### config.mk
export PLATFORM = sky130hd
export DESIGN_NAME = bw_credit_sched_flat
export DESIGN_NICKNAME = d
export VERILOG_FILES = /design/src/rtl/bw_pkg.sv /design/src/rtl/bw_credit_sched_if.sv /design/src/rtl/bw_winner_sel.sv /design/src/rtl/bw_credit_sched.sv /design/src/flat_wrapper.sv
export SDC_FILE = /design/constraint.sdc
export NUM_CORES = 1
export LEC_CHECK = 0
export CORE_MARGIN = 2
export CORE_UTILIZATION = 45
export CTS_CLUSTER_DIAMETER = 120
export DETAILED_ROUTE_END_ITERATION = 10
export GPL_ROUTABILITY_DRIVEN = 0
export PLACE_DENSITY = 0.66
export SYNTH_ARGS = -nofsm -noshare
export SYNTH_HDL_FRONTEND = slang
export SYNTH_SLANG_ARGS = --single-unit
### constraint.sdc
create_clock -name clk -period 23.7 [get_ports clk]
set_clock_uncertainty 0.05 [all_clocks]
set_input_delay 7.11 -clock clk [delete_from_list [all_inputs] [get_ports clk]]
set_output_delay 7.11 -clock clk [all_outputs]
set_load 0.005 [all_outputs]
### src/rtl/bw_pkg.sv
// Shared types, sizes and saturating arithmetic for the bandwidth credit scheduler.
// Requester count and field widths are fixed here and used by every file of the block.
package bw_pkg;

  localparam int unsigned NREQ = 4;
  localparam int unsigned CW   = 16;
  localparam int unsigned LENW = 4;
  localparam int unsigned IDW  = $clog2(NREQ);
  // One spare code above NREQ-1 so out-of-range config ids are expressible and rejected.
  localparam int unsigned CIDW = $clog2(NREQ + 1);

  localparam logic [CW-1:0] RST_ALLOC0 = CW'(100);
  localparam logic [CW-1:0] RST_ALLOC  = CW'(50);

  typedef enum logic [1:0] {
    StIdle,
    StXfer,
    StGap
  } state_e;

  typedef struct packed {
    logic [CW-1:0]  balance;
    logic [CW-1:0]  alloc;
    logic [IDW-1:0] id;
  } account_t;

  function automatic logic [CW-1:0] sat_dec(input logic [CW-1:0] a);
    return (a == '0) ? a : a - 1'b1;
  endfunction

  // min(bal + alloc, 2*alloc, 2^CW-1), all intermediate terms in CW+1 bits.
  function automatic logic [CW-1:0] sat_refill(input logic [CW-1:0] bal,
                                               input logic [CW-1:0] alloc);
    logic [CW:0] sum;
    logic [CW:0] cap;
    sum = {1'b0, bal} + {1'b0, alloc};
    cap = {alloc, 1'b0};
    if (sum > cap) sum = cap;
    if (sum > {1'b0, {CW{1'b1}}}) sum = {1'b0, {CW{1'b1}}};
    return sum[CW-1:0];
  endfunction

endpackage

### src/rtl/bw_credit_sched_if.sv
// Requester/datapath/config bundle of the credit scheduler.
// master = requesters, datapath and software side; slave = the scheduler.
interface bw_credit_sched_if;
  import bw_pkg::*;

  logic [NREQ-1:0]      req;
  logic [NREQ*LENW-1:0] req_len;
  logic                 beat_done;
  logic                 cfg_we;
  logic [CIDW-1:0]      cfg_id;
  logic [CW-1:0]        cfg_alloc;
  logic [NREQ-1:0]      grant;
  logic [IDW-1:0]       grant_id;
  logic                 busy;
  logic                 epoch_pulse;

  modport master (
    output req, req_len, beat_done, cfg_we, cfg_id, cfg_alloc,
    input  grant, grant_id, busy, epoch_pulse
  );

  modport slave (
    input  req, req_len, beat_done, cfg_we, cfg_id, cfg_alloc,
    output grant, grant_id, busy, epoch_pulse
  );

endinterface

### src/rtl/bw_winner_sel.sv
// Combinational winner pick: highest-balance eligible requester (ties to lowest id),
// falling back to round-robin over raw requests when nobody holds credit.
module bw_winner_sel
  import bw_pkg::*;
(
  input  logic [CW-1:0]   balance_i [NREQ],
  input  logic [NREQ-1:0] req_i,
  input  logic [IDW-1:0]  rr_ptr_i,
  output logic [IDW-1:0]  winner_o,
  output logic            valid_o,
  output logic            fallback_o
);

  localparam int unsigned Leaves = 1 << IDW;

  // Heap-ordered tree: node k has children 2k and 2k+1, leaves at Leaves..2*Leaves-1.
  logic           node_vld [2*Leaves];
  logic [CW-1:0]  node_bal [2*Leaves];
  logic [IDW-1:0] node_id  [2*Leaves];

  logic           rr_found;
  logic [IDW-1:0] rr_id;

  always_comb begin
    for (int k = 0; k < 2 * Leaves; k++) begin
      node_vld[k] = 1'b0;
      node_bal[k] = '0;
      node_id[k]  = '0;
    end
    for (int i = 0; i < Leaves; i++) begin
      if (i < NREQ) begin
        node_vld[Leaves+i] = req_i[i] && (balance_i[i] != '0);
        node_bal[Leaves+i] = balance_i[i];
      end
      node_id[Leaves+i] = IDW'(i);
    end
    // Left child always covers lower ids, so >= gives the lowest-id tie-break.
    for (int k = Leaves - 1; k >= 1; k--) begin
      if (node_vld[2*k] && (!node_vld[2*k+1] || node_bal[2*k] >= node_bal[2*k+1])) begin
        node_vld[k] = node_vld[2*k];
        node_bal[k] = node_bal[2*k];
        node_id[k]  = node_id[2*k];
      end else begin
        node_vld[k] = node_vld[2*k+1];
        node_bal[k] = node_bal[2*k+1];
        node_id[k]  = node_id[2*k+1];
      end
    end
  end

  always_comb begin
    rr_found = 1'b0;
    rr_id    = '0;
    for (int j = 0; j < NREQ; j++) begin
      if (!rr_found && req_i[(int'(rr_ptr_i) + j) % NREQ]) begin
        rr_found = 1'b1;
        rr_id    = IDW'((int'(rr_ptr_i) + j) % NREQ);
      end
    end
  end

  assign valid_o    = node_vld[1] || rr_found;
  assign fallback_o = !node_vld[1] && rr_found;
  assign winner_o   = node_vld[1] ? node_id[1] : rr_id;

endmodule

### src/rtl/bw_credit_sched.sv
// Credit-based burst scheduler: per-requester credit accounts refilled each epoch,
// whole-burst grants, one credit debited per accepted beat.
module bw_credit_sched
  import bw_pkg::*;
#(
  parameter int unsigned   EPOCH      = 256,
  parameter logic [CW-1:0] DEF_ALLOC0 = RST_ALLOC0,
  parameter logic [CW-1:0] DEF_ALLOC  = RST_ALLOC
) (
  input logic              clk,
  input logic              reset,
  bw_credit_sched_if.slave bus
);

  localparam int unsigned        EpochW    = $clog2(EPOCH);
  localparam logic [EpochW-1:0] EpochLast = EpochW'(EPOCH - 1);

  state_e              state_q;
  logic [EpochW-1:0]   epoch_cnt_q;
  logic [IDW-1:0]      rr_q;
  logic [LENW-1:0]     beat_cnt_q;
  logic [NREQ-1:0]     grant_q;
  logic [IDW-1:0]      grant_id_q;
  logic                busy_q;
  logic                epoch_pulse_q;
  account_t            acct_q [NREQ];
  account_t            acct_d [NREQ];

  logic [CW-1:0]       bal [NREQ];
  logic [IDW-1:0]      sel_winner;
  logic                sel_valid;
  logic                sel_fallback;
  logic [LENW-1:0]     sel_len;
  logic                refill_now;
  logic                debit;

  assign refill_now = (epoch_cnt_q == EpochLast);
  assign debit      = (state_q == StXfer) && bus.beat_done;

  always_comb begin
    for (int i = 0; i < NREQ; i++) bal[i] = acct_q[i].balance;
  end

  bw_winner_sel u_sel (
    .balance_i  (bal),
    .req_i      (bus.req),
    .rr_ptr_i   (rr_q),
    .winner_o   (sel_winner),
    .valid_o    (sel_valid),
    .fallback_o (sel_fallback)
  );

  always_comb begin
    sel_len = bus.req_len[sel_winner*LENW +: LENW];
    if (sel_len == '0) sel_len = LENW'(1);
  end

  // Debit first, then refill against the pre-write allocation.
  always_comb begin
    for (int i = 0; i < NREQ; i++) begin
      acct_d[i] = acct_q[i];
      if (debit && (acct_q[i].id == grant_id_q)) begin
        acct_d[i].balance = sat_dec(acct_q[i].balance);
      end
      if (refill_now) begin
        acct_d[i].balance = sat_refill(acct_d[i].balance, acct_q[i].alloc);
      end
      if (bus.cfg_we && (bus.cfg_id == CIDW'(acct_q[i].id))) begin
        acct_d[i].alloc = bus.cfg_alloc;
      end
    end
  end

  always_ff @(posedge clk) begin
    if (reset) begin
      for (int i = 0; i < NREQ; i++) begin
        acct_q[i].balance <= (i == 0) ? DEF_ALLOC0 : DEF_ALLOC;
        acct_q[i].alloc   <= (i == 0) ? DEF_ALLOC0 : DEF_ALLOC;
        acct_q[i].id      <= IDW'(i);
      end
    end else begin
      acct_q <= acct_d;
    end
  end

  always_ff @(posedge clk) begin
    if (reset) begin
      state_q       <= StIdle;
      epoch_cnt_q   <= '0;
      epoch_pulse_q <= 1'b0;
      rr_q          <= '0;
      beat_cnt_q    <= '0;
      grant_q       <= '0;
      grant_id_q    <= '0;
      busy_q        <= 1'b0;
    end else begin
      epoch_pulse_q <= refill_now;
      epoch_cnt_q   <= refill_now ? '0 : epoch_cnt_q + 1'b1;
      unique case (state_q)
        StIdle: begin
          if (sel_valid) begin
            grant_q    <= NREQ'(1) << sel_winner;
            grant_id_q <= sel_winner;
            busy_q     <= 1'b1;
            beat_cnt_q <= sel_len;
            state_q    <= StXfer;
            if (sel_fallback) rr_q <= IDW'((int'(sel_winner) + 1) % NREQ);
          end
        end
        StXfer: begin
          if (bus.beat_done) begin
            beat_cnt_q <= beat_cnt_q - 1'b1;
            if (beat_cnt_q == LENW'(1)) begin
              grant_q <= '0;
              busy_q  <= 1'b0;
              state_q <= StGap;
            end
          end
        end
        StGap:   state_q <= StIdle;
        default: state_q <= StIdle;
      endcase
    end
  end

  assign bus.grant       = grant_q;
  assign bus.grant_id    = grant_id_q;
  assign bus.busy        = busy_q;
  assign bus.epoch_pulse = epoch_pulse_q;

endmodule

### src/flat_wrapper.sv
// flat-port wrapper written by rule: the top's interface ports become plain ports
module bw_credit_sched_flat import bw_pkg::*;
#(
  parameter int unsigned   EPOCH      = 256,
  parameter logic [CW-1:0] DEF_ALLOC0 = RST_ALLOC0,
  parameter logic [CW-1:0] DEF_ALLOC  = RST_ALLOC
)
  (clk, reset, bus_req, bus_req_len, bus_beat_done, bus_cfg_we, bus_cfg_id, bus_cfg_alloc, bus_grant, bus_grant_id, bus_busy, bus_epoch_pulse);
  bw_credit_sched_if bus_i ();
  input logic clk;
  input logic reset;
  input wire logic [$bits(bus_i.req)-1:0] bus_req;
  input wire logic [$bits(bus_i.req_len)-1:0] bus_req_len;
  input wire logic [$bits(bus_i.beat_done)-1:0] bus_beat_done;
  input wire logic [$bits(bus_i.cfg_we)-1:0] bus_cfg_we;
  input wire logic [$bits(bus_i.cfg_id)-1:0] bus_cfg_id;
  input wire logic [$bits(bus_i.cfg_alloc)-1:0] bus_cfg_alloc;
  output wire logic [$bits(bus_i.grant)-1:0] bus_grant;
  output wire logic [$bits(bus_i.grant_id)-1:0] bus_grant_id;
  output wire logic [$bits(bus_i.busy)-1:0] bus_busy;
  output wire logic [$bits(bus_i.epoch_pulse)-1:0] bus_epoch_pulse;
  assign bus_i.req = bus_req;
  assign bus_i.req_len = bus_req_len;
  assign bus_i.beat_done = bus_beat_done;
  assign bus_i.cfg_we = bus_cfg_we;
  assign bus_i.cfg_id = bus_cfg_id;
  assign bus_i.cfg_alloc = bus_cfg_alloc;
  assign bus_grant = bus_i.grant;
  assign bus_grant_id = bus_i.grant_id;
  assign bus_busy = bus_i.busy;
  assign bus_epoch_pulse = bus_i.epoch_pulse;
  bw_credit_sched #(.EPOCH(EPOCH), .DEF_ALLOC0(DEF_ALLOC0), .DEF_ALLOC(DEF_ALLOC)) u_core (.clk(clk), .reset(reset), .bus(bus_i));
endmodule
; ---- Word level (Yosys, flattened, before mapping)
; Cells that the tools add are included.
[classes]
add_sub_neg = 14
magnitude_cmp = 15
n_eq_ne = 12
shifts = 2
muxes = 65
n_reduce_logical = 50
[op_table]
columns = operator, count
row1 = $mux 16, 18
row2 = $mux 17, 8
row3 = $add 16x16->17, 4
row4 = $gt 17x16->1 const B, 4
row5 = $gt 17x17->1, 4
row6 = $logic_not 16->1, 4
row7 = $reduce_bool 16->1, 4
row8 = $sub 16x1->16 const B, 4
row9 = $ge 16x16->1, 3
row10 = $mux 4, 6
row11 = $logic_and 1x1->1, 20
row12 = $mux 2, 9
row13 = $mux 1, 16
row14 = $pmux 4 s2, 2
row15 = $shiftx 16x5->4, 1
row16 = $lt 2x3->1 const B, 4
row17 = $reduce_and 3->1, 3
row18 = $add 8x1->8 const B, 1
row19 = $bmux 1 s2, 4
row20 = $eq 8x8->1 const B, 1
row21 = $logic_not 1->1, 7
row22 = $eq 3x2->1 const B, 2
row23 = $add 2x1->2 const B, 2
row24 = $add 2x2->2 const B, 2
row25 = 19 further kinds, 25
[word_totals]
ff_bits = 152
in_bits = 43
out_inout_bits = 8
word_cells = 174

; ---- Longest topological paths before layout
; Gate-level depths: netlist of run 1.
[depth]
ltp_word = 18
depth_mapped = 28
depth_no_buf = 26

; ---- Cells and area by module
; Synthesis of run 1 repeated with hierarchy kept, for this count alone.
[hier_totals]
cells_unflattened = 1778
area_unflattened_um2 = 14152.3
[by_module_without_submodules]
columns = module, n_inst, cells_each, area_per_inst_um2, seq_area_each_um2
row1 = bw_credit_sched, 1, 1553, 12323.1, 3042.9
row2 = bw_winner_sel, 1, 225, 1829.3, 0.0

; ---- Worst setup path after synthesis of run 1
; OpenSTA, ideal clock, no wires.
[synth_timing]
path_type = input port to flip-flop
start = input bus_beat_done
end = register u_core.acct_q[58] in the netlist's numbering
setup_ns = 0.119
arrival_time_ns = 12.165
t_required_ns = 23.531
path_slack_ns = 11.367
path_stages = 24
n_path_buf = 2
cell_sequence = nand2b_1 nor3_1 o21ai_0 or4_1 clkbuf_1 nor3_1 xor2_1 ha_1 a21o_1 a21o_1 a21o_1 nor3_1 a211oi_1 o31ai_1 nand3_1 nor2b_1 ha_1 nand3_1 or4_1 or3_1 o21ai_1 clkbuf_1 o21ai_0 o221a_2
[synth_via]
elab_chain_len = 10
[synth_rtl]
columns = element, line_no
row1 = from (decl), flat_wrapper.sv:14  ; input wire logic [$bits(bus_i.beat_done)-1:0] bus_beat_done;
row2 = $logic_and 1x1->1 *, bw_credit_sched.sv:38  ; assign debit = (state_q == StXfer) && bus.beat_done;
row3 = $logic_and 1x1->1 *, bw_credit_sched.sv:62  ; if (debit && (acct_q[i].id == grant_id_q)) begin
row4 = $mux 16 *, bw_credit_sched.sv:62
row5 = $add 16x16->17, bw_pkg.sv:36  ; sum = {1'b0, bal} + {1'b0, alloc};
row6 = $gt 17x17->1, bw_pkg.sv:38  ; if (sum > cap) sum = cap;
row7 = $mux 17, bw_pkg.sv:38
row8 = $mux 17, bw_credit_sched.sv:65  ; if (refill_now) begin
row9 = $gt 17x16->1, bw_pkg.sv:39  ; if (sum > {1'b0, {CW{1'b1}}}) sum = {1'b0, {CW{1'b1}}};
row10 = $mux 16, bw_pkg.sv:39
row11 = $mux 16 *, bw_credit_sched.sv:65
row12 = to (signal assigned), bw_credit_sched.sv:82  ; acct_q <= acct_d;
row13 = to (decl), bw_credit_sched.sv:26  ; account_t acct_q [NREQ];
; Every way passes the cells marked *; elsewhere a longest branch is shown, timed or not. The select of a mux whose other input is x is not followed.
; A chain may end at the register's enable or synchronous reset.

; ---- Final worst setup path of run 1
[layout_timing]
start = input bus_beat_done
end = register u_core.acct_q[55] in the netlist's numbering
; The elaborated chain is that of the path after synthesis.

==> results_dict.tcl, run 1 <==
set metrics [dict create \
    synth_nets 2008 \
    p_comb_share_pct 22.4 \
    min_path_type "reg2reg" \
    critPathKind "in2reg" \
    p_int_mw 0.498 \
    crit_path_start_kind "input port" \
    cts_buffers 17 \
    yosys.area.top_type "dfxtp_1" \
    dieHeight_um 178 \
    finish.instance_area_um2 15000 \
    final_nets 2024 \
    worstSetupEndpointType "flop" \
    yosysSeqAreaShare_pct 22.3 \
    crit_slowest_cell "or4_1" \
    crit_arrival_ns 14.11 \
    fin_tns_setup_ns 0 \
    clock_latency_ns 0.44 \
    hold_buffers 0 \
    clk_path_buf_depth 2 \
    place_hpwl_um 31300 \
    pwr-share-clk_pct 40.2 \
    vdd_drop_max_mv 0.0448 \
    grt_pass1_wl_um 64100 \
    mostFrequentLayoutCells "nand2_1, ha_1, nor2_1, a21oi_1, dfxtp_1" \
    grt_max_degree 78 \
    finalPower_mw 0.721 \
    required_ns 23.93 \
    power.density_nw_per_um2 47.9 \
    synth_flop_cell "dfxtp_1" \
    viasPerCell 5.84 \
    hold_violations 0 \
    synth_edf_count 0 \
    postSynthCellCount 1762 \
    drtIter0Drc 1031 \
    antenna_cells 0 \
    async_reset_ff_share_pct 0 \
    relSlewSlack_pct 24.2 \
    period_share_pct 58.6 \
    timing.fmax_mhz 72.0 \
    cts_resized 0 \
    grt_setup_unrepaired "no" \
    ys_warn_count 0 \
    antenna_found_initial 1 \
    sw_frac_of_total_pct 31.0 \
    syn_area_per_cell_um2 7.73 \
    final.min_clock_period_ns 13.88 \
    critPathMaxFanout 10 \
    crit_buf_inv 2 \
    critical-path-top-delay-family "simple AND/OR/NAND/NOR gates" \
    setup_viol 0 \
    first_pass_iters 5 \
    remaining_drc_errors 0 \
    p_sw_mw 0.223 \
    port-buffer-count 50 \
    path_clk_slew_ns 0.07 \
    fin_util_pct 50.6 \
    cp_slowest_stage_delay_ns 0.59 \
    drive_gt1_share_pct 4.47 \
    p_leak_nw 6.41 \
    dp.cells 2149 \
    cts_setup_buffers 0 \
    synth_area_um2 13600 \
    synth_cell_type_count 72 \
    clock-sinks 152 \
    ant_nets 0 \
    synth_top_area_share_pct 22.3 \
    die_x_um 178 \
    ioPinCount 51 \
    drt_wl_total_um 40900 \
    grt-ovfl-total 0 \
    yosys_register_bits 152 \
    final_common_cell "nand2_1" \
    seqPwrFrac_pct 37.4 \
    tritoncts "yes" \
    ys_top_cells_by_area "dfxtp_1, ha_1, a21oi_1" \
    maxSlewViolCount 0 \
    detail_route.wl_per_cell_um 18.8 \
    fillers 2911 \
    fin_cells 2181 \
    syn_to_final_growth_pct 10.5 \
    cap_violations 0 \
    tightest_slew_ns 1.13 \
    cts-root-buf "clkbuf_16" \
    outcome "complete, no violations" \
    initial_core_util_pct 45.8 \
    core_um2 29700 \
    row_count 63 \
    grt_pass1_vias 12000 \
    track_usage_pct 26.1 \
    placed_area_um2 14400 \
    die-area_um2 31700 \
    h-tree-depth 4 \
    vias 12700 \
]
-- cell usage after synthesis, types with 43 or more instances --
library cell / instances
ha_1: 199
mux2i_1: 43
a21oi_1: 162
xnor2_1: 78
nand2_1: 204
o21ai_0: 50
a211oi_1: 55
inv_1: 129
dfxtp_1: 152
clkbuf_1: 49
nor3_1: 43
nor2_1: 173
-- power groups by stage --
| stage | sequential [mW] | clock [mW] | combinational (mW) |
|---|---|---|---|
| 2_1_floorplan | 0.273 | 0 | 0.115 |
| 3_5_place_dp | 0.275 | 0 | 0.159 |
| 6_report | 0.270 | 0.290 | 0.162 |
| 3_3_place_gp | 0.275 | 0 | 0.157 |
| 4_1_cts | 0.270 | 0.294 | 0.160 |
| 5_1_grt | 0.271 | 0.303 | 0.179 |
-- path summary, 6_finish.rpt --
kind                    startpoint                    end  slack [ns]  depth (start not counted)
max                  bus_beat_done      u_core.acct_q[55]        9.82                         25
min reg2reg  u_core.epoch_cnt_q[0]  u_core.epoch_cnt_q[0]        0.41                          1
min          u_core.epoch_cnt_q[0]  u_core.epoch_cnt_q[0]        0.41                          1
max reg2reg      u_core.acct_q[55]      u_core.acct_q[55]       16.08                         24
-- routing by layer --
metal  routed length, µm  track usage [%]
met1               19100             35.5
met2               18500             42.5
met3                2200             3.47
met4                1110             8.33
met5                   0                0
-- metrics by stage --
step | hold WS [ns] | worst slack (ns)
3_3_place_gp | 0.393 | 9.53
3_5_place_dp | 0.394 | 9.51
5_1_grt | 0.448 | 9.38
6_report | 0.407 | 9.82
4_1_cts | 0.411 | 9.94
2_1_floorplan | 0.376 | 11.37
-- registers in the layout (all words and copies together), names as in the netlist --
| name | count |
|---|---|
| u_core.epoch_cnt_q | 8 |
| u_core.bus.grant | 4 |
| u_core.acct_q | 128 |
| u_core.bus.epoch_pulse | 1 |
| u_core.state_q | 2 |
| u_core.bus.grant_id | 2 |
| u_core.beat_cnt_q | 4 |
| u_core.bus.busy | 1 |
| u_core.rr_q | 2 |
-- worst reg2reg max path, cell delays in order, from the launching register on --
cell      delay (ns)
dfxtp_1         0.40
or4_1           0.70
or4_1           0.46
o21ai_0         0.44
inv_1           0.11
nand3b_1        0.21
nor4_1          0.09
xor2_1          0.31
ha_1            0.36
a21o_1          0.20
a21o_1          0.18
a21o_1          0.19
nor3_1          0.30
a211oi_1        0.14
o31ai_1         0.34
nand3_1         0.15
nor2b_1         0.15
ha_1            0.29
nand3_1         0.12
or4_1           0.59
a211oi_1        0.31
nor2_1          0.17
mux2i_1         0.58
and2_1          0.47
a211oi_1        0.14
-- kinds of logic after synthesis --
family                   after synthesis  share of synthesized area [%]
adder cells (fa/ha/maj)              203                           18.9
XOR/XNOR                             115                           7.40
AND/OR/NAND/NOR                      596                           20.2
multiplexers                          60                           4.57
buffers and inverters                190                           5.33
AO/OA/AOI/OAI                        446                           21.3
flip-flops                           152                           22.3
-- final cells by class --
cell class / count / area (µm²) / share of cell area, %
clock inverters: 10 / 144 / 0.956
flip-flops and latches: 152 / 3040 / 20.2
inverters: 129 / 484 / 3.22
repair buffers: 58 / 558 / 3.71
clock buffers: 22 / 464 / 3.08
well taps: 390 / 488 / 3.24
multi-input cells: 1420 / 9870 / 65.6
Power figures use the tool's default switching activity.
==> run 2: changes to the inputs <==
==> constraint.sdc (replaced) <==
create_clock -name clk -period 13.3 [get_ports clk]
set_clock_uncertainty 0.05 [all_clocks]
set_input_delay 3.99 -clock clk [delete_from_list [all_inputs] [get_ports clk]]
set_output_delay 3.99 -clock clk [all_outputs]
set_load 0.005 [all_outputs]
==> run 2 against run 1 <==
First-iteration DRC count rose by 1.4%. Flip-flop and latch count is the same. Global-route usage is 0.092 points higher. Cell count did not move. Clock power rose by 81%. Sequential power rose by 78%.
==> results_dict.tcl, run 2 (synthesized netlist as in run 1, its figures left out) <==
set metrics [dict create \
    track_usage_pct 26.2 \
    remaining_drc_errors 0 \
    cap_violations 0 \
    timing.fmax_mhz 93.3 \
    critPathKind "in2reg" \
    grt_setup_unrepaired "no" \
    syn_to_final_growth_pct 10.5 \
    largest_reg_flops 128 \
    period_share_pct 80.6 \
    clock-sinks 152 \
    cts_setup_buffers 0 \
    holdWs_ns 0.410 \
    crit_arrival_ns 10.94 \
    clock_latency_ns 0.44 \
    dieHeight_um 178 \
    place_hpwl_um 31100 \
    antenna_cells 0 \
    fin_cells 2181 \
    ioPinCount 51 \
    first_pass_iters 8 \
    r2r-end "u_core.acct_q[63]" \
    finish.instance_area_um2 15100 \
    min_path_type "reg2reg" \
    drt_wl_total_um 40700 \
    power.density_nw_per_um2 86.0 \
    die-area_um2 31700 \
    drive_gt1_share_pct 4.41 \
    setup_viol 0 \
    detail_route.wl_per_cell_um 18.7 \
    p_leak_nw 6.43 \
    relSlewSlack_pct 25.0 \
    hold_violations 0 \
    hold_buffers 0 \
    final_nets 2024 \
    ant_nets 0 \
    top_register "u_core.acct_q" \
    required_ns 13.52 \
    cts-root-buf "clkbuf_16" \
    clk_path_buf_depth 2 \
    antenna_found_initial 0 \
    final.min_clock_period_ns 10.72 \
    maxSlewViolCount 0 \
    vias 12800 \
    row_count 63 \
    tritoncts "yes" \
    fin_util_pct 50.7 \
    dp.cells 2149 \
    h-tree-depth 4 \
    drtIter0Drc 1045 \
    worstSetupEndpointType "flop" \
    port-buffer-count 50 \
    min_from "u_core.epoch_cnt_q[0]" \
    initial_core_util_pct 45.8 \
    crit_path_start_kind "input port" \
    viasPerCell 5.85 \
    tightest_slew_ns 1.12 \
    setup_ws_ns 2.58 \
    grt-ovfl-total 0 \
    min_to "u_core.epoch_cnt_q[0]" \
    critPathMaxFanout 10 \
    outcome "complete, no violations" \
    holdPathStages 1 \
    rr_startpoint "u_core.acct_q[53]" \
    finalPower_mw 1.30 \
    die_x_um 178 \
    path_clk_slew_ns 0.06 \
    vdd_drop_max_mv 0.0829 \
    grt_pass1_vias 12000 \
    reg2reg_depth 26 \
    rrSetupSlack_ns 5.74 \
    largestRegisters "u_core.acct_q (128), u_core.epoch_cnt_q (8)" \
    cts_buffers 17 \
    core_um2 29700 \
    preCtsSetupSlack_ns 2.25 \
    mostFrequentLayoutCells "nand2_1, ha_1, nor2_1, a21oi_1, dfxtp_1" \
    grt_pass1_wl_um 64200 \
    placed_area_um2 14400 \
    final_common_cell "nand2_1" \
    cts_resized 0 \
    fin_tns_setup_ns 0 \
    grt_max_degree 78 \
]
## run 2: cell count changes in the layout (fill, tap and decap cells not counted)
cell	change
bufinv_16	+1
clkinv_4	+3
clkinv_2	+1
clkbuf_1	+1
clkinvlp_4	-3
inv_6	-1
clkbuf_8	-2
## run 2: worst max-delay path by stage
stage	cells after the start	slack [ns]	endpoint	startpoint
2_1_floorplan	24	4.09	u_core.acct_q[58]	bus_beat_done
3_3_place_gp	25	2.25	u_core.acct_q[62]	bus_beat_done
3_5_place_dp	24	2.25	u_core.acct_q[66]	bus_beat_done
4_1_cts	25	2.70	u_core.acct_q[63]	bus_beat_done
5_1_grt	25	1.88	u_core.acct_q[127]	bus_beat_done
6_report	25	2.58	u_core.acct_q[63]	bus_beat_done
## run 2: per-layer routing
metal / up-vias / global-route usage, % / routed length [µm]
li1: 6329 / - / -
met1: 6003 / 35.5 / 18800
met2: 366 / 41.6 / 17800
met3: 63 / 3.38 / 2600
met4: 0 / 11.0 / 1590
met5: - / 0 / 0
## run 2: final cells by class
type                       count  area, µm²
clock buffer                  21        440
clock inverter                11        174
fill                        2859      14700
inverter                     129        484
multi-input combinational   1420       9870
sequential                   152       3040
tap                          390        488
timing repair buffer          58        558
## run 2: worst max-delay path: stages
cell and delay, ns:
clkdlybuf4s50_1 0.59, nand2b_1 0.13, nor3_1 0.36, o21ai_0 0.31, inv_1 0.14, nand3b_1 0.17, nor4_1 0.27, xor2_1 0.33
ha_1 0.35, a21o_1 0.20, a21o_1 0.18, a21o_1 0.19, nor3_1 0.27, a211oi_1 0.13, o31ai_1 0.35, nand3_1 0.14
nor2b_1 0.15, ha_1 0.30, nand3_1 0.12, or4_1 0.59, a211oi_1 0.33, nor2_1 0.17, mux2i_1 0.55, and2_1 0.47
a211oi_1 0.13
## run 2: power by group
group          total [mW]  switching, mW  leakage [nW]  internal [mW]
Clock               0.525          0.210         0.299          0.315
Combinational       0.289          0.175          4.90          0.114
Sequential          0.481         0.0137          1.23          0.467
==> run 3: changes to the inputs <==
--- a/config.mk
+++ b/config.mk
@@ -10,7 +10,7 @@
 export CTS_CLUSTER_DIAMETER = 120
 export DETAILED_ROUTE_END_ITERATION = 10
 export GPL_ROUTABILITY_DRIVEN = 0
-export PLACE_DENSITY = 0.66
+export PLACE_DENSITY = 0.68
 export SYNTH_ARGS = -nofsm -noshare
 export SYNTH_HDL_FRONTEND = slang
 export SYNTH_SLANG_ARGS = --single-unit
==> constraint.sdc (replaced) <==
create_clock -name clk -period 9 [get_ports clk]
set_clock_uncertainty 0.05 [all_clocks]
set_input_delay 2.7 -clock clk [delete_from_list [all_inputs] [get_ports clk]]
set_output_delay 2.7 -clock clk [all_outputs]
set_load 0.005 [all_outputs]
==> run 3 against run 2 <==
Global-route usage shrank 0.18 points. Worst hold slack gained 0.0063 ns. Cell count grew 0.78%. Critical endpoint is now u_core.acct_q[62]. Largest power group unchanged.
==> results_dict.tcl, run 3 (synthesized netlist as in run 1, its figures left out) <==
set metrics [dict create \
    syn_to_final_growth_pct 11.7 \
    h-tree-depth 4 \
    required_ns 9.30 \
    row_count 63 \
    detail_route.wl_per_cell_um 18.6 \
    holdWs_ns 0.416 \
    reg2reg_depth 26 \
    final_nets 2041 \
    power.density_nw_per_um2 127 \
    clock_latency_ns 0.45 \
    fin_util_pct 51.2 \
    top_register "u_core.acct_q" \
    largestRegisters "u_core.acct_q (128), u_core.epoch_cnt_q (8)" \
    mostFrequentLayoutCells "nand2_1, ha_1, nor2_1, a21oi_1, dfxtp_1" \
    cts_resized 0 \
    cap_violations 0 \
    cts_setup_buffers 0 \
    period_share_pct 95.7 \
    min_from "u_core.epoch_cnt_q[0]" \
    remaining_drc_errors 0 \
    path_clk_slew_ns 0.08 \
    ant_nets 0 \
    hold_violations 0 \
    vias 13000 \
    final.min_clock_period_ns 8.61 \
    final_common_cell "nand2_1" \
    setup_ws_ns 0.389 \
    dp.cells 2166 \
    preCtsSetupSlack_ns 0.0819 \
    met2_usage_pct 41.1 \
    viasPerCell 5.92 \
    outcome "complete, no violations" \
    critPathMaxFanout 18 \
    drtIter0Drc 1009 \
    met1_usage_pct 35.2 \
    crit_arrival_ns 8.91 \
    rr_startpoint "u_core.acct_q[52]" \
    min_path_type "reg2reg" \
    dieHeight_um 178 \
    die-area_um2 31700 \
    antenna_found_initial 0 \
    setup_viol 0 \
    cp_slowest_stage_delay_ns 0.59 \
    ioPinCount 51 \
    track_usage_pct 26.0 \
    first_pass_iters 6 \
    clock-sinks 152 \
    fin_tns_setup_ns 0 \
    cts-root-buf "clkbuf_16" \
    maxSlewViolCount 0 \
    hold_buffers 0 \
    holdPathStages 1 \
    r2r-end "u_core.acct_q[62]" \
    drt_wl_total_um 40900 \
    busiest_layer "met2" \
    antenna_cells 0 \
    rrSetupSlack_ns 2.04 \
    fin_cells 2198 \
    relSlewSlack_pct 22.0 \
    initial_core_util_pct 45.8 \
    path_cells "clkdlybuf4s50_1, nand2b_1, nor3_1, o21ai_0, or4_1, nor2_1, xor2_1, ha_1, a21o_1, a21o_1, nor3_1, a211oi_1, o31ai_1, nand3_1, nor2b_1, ha_1, nand3_1, or4_1, or3_1, o21ai_2, buf_4, a21oi_1, a211oi_1" \
    place_hpwl_um 31100 \
    clk_path_buf_depth 2 \
    die_x_um 178 \
    use_met3_pct 4.84 \
    tightest_slew_ns 1.17 \
    grt_setup_unrepaired "no" \
    grt-ovfl-total 0 \
    grt_pass1_wl_um 64200 \
    crit_slowest_cell "or4_1" \
    critPathKind "in2reg" \
    tritoncts "yes" \
    timing.fmax_mhz 116 \
    largest_reg_flops 128 \
    grt_max_degree 69 \
    vdd_drop_max_mv 0.0989 \
    min_to "u_core.epoch_cnt_q[0]" \
    cts_buffers 17 \
    worstSetupEndpointType "flop" \
    p_leak_nw 6.52 \
    port-buffer-count 50 \
    core_um2 29700 \
    drive_gt1_share_pct 5.70 \
    crit_path_start_kind "input port" \
    grt_pass1_vias 12300 \
]
==> run 3: cell types whose count changed in the layout (fill, tap and decap cells not counted), moves of 2 or more <==
cell | before | now
inv_8 | 0 | 3
nor3_1 | 42 | 40
clkinv_2 | 2 | 0
clkbuf_1 | 4 | 0
inv_6 | 0 | 7
nor3_2 | 1 | 3
bufinv_16 | 4 | 2
clkinv_4 | 5 | 1
buf_4 | 9 | 25
==> run 3: worst max path at each step <==
stage / from / endpoint / slack, ns / cells past startpoint
final: bus_beat_done / u_core.acct_q[62] / 0.39 / 23
after global routing: bus_beat_done / u_core.acct_q[60] / 0.09 / 24
after CTS: bus_beat_done / u_core.acct_q[127] / 0.45 / 26
after detailed placement: bus_beat_done / u_core.acct_q[62] / 0.08 / 23
after global placement: bus_beat_done / u_core.acct_q[62] / 0.24 / 25
after floorplan: bus_beat_done / u_core.acct_q[58] / 1.08 / 24
==> run 3: routing by layer <==
layer / vias up / wire length (µm)
li1: 6357 / -
met1: 6161 / 18500
met2: 415 / 18000
met3: 71 / 3120
met4: 0 / 1240
met5: - / 0
==> run 3: worst max-delay path, delay by kind of cell <==
family	cells	cell delay (ns)
compound gates	8	1.56
buf+inv	2	0.87
simple gates	10	2.82
xor+xnor	1	0.31
fa+ha+maj	2	0.62
==> run 3: final cells by class <==
cell class	count	area, µm²
Tap cell	390	488
Clock buffer	18	439
Sequential cell	152	3040
Multi-Input combinational cell	1420	9880
Clock inverter	14	171
Inverter	129	484
Timing Repair Buffer	75	698
Fill cell	2858	14500
==> run 3: where the power goes <==
part | internal, mW | switching (mW)
Combinational | 0.186 | 0.264
Sequential | 0.690 | 0.0201
Clock | 0.429 | 0.345
Total | 1.31 | 0.629
==> run 3: through the flow <==
| step | instance area (µm²) | power (mW) |
|---|---|---|
| floorplan | 13600 | 1.02 |
| global placement | 14600 | 1.15 |
| detailed placement | 14600 | 1.16 |
| CTS | 15200 | 1.93 |
| global route | 15200 | 2.01 |
| finish | 15200 | 1.93 |
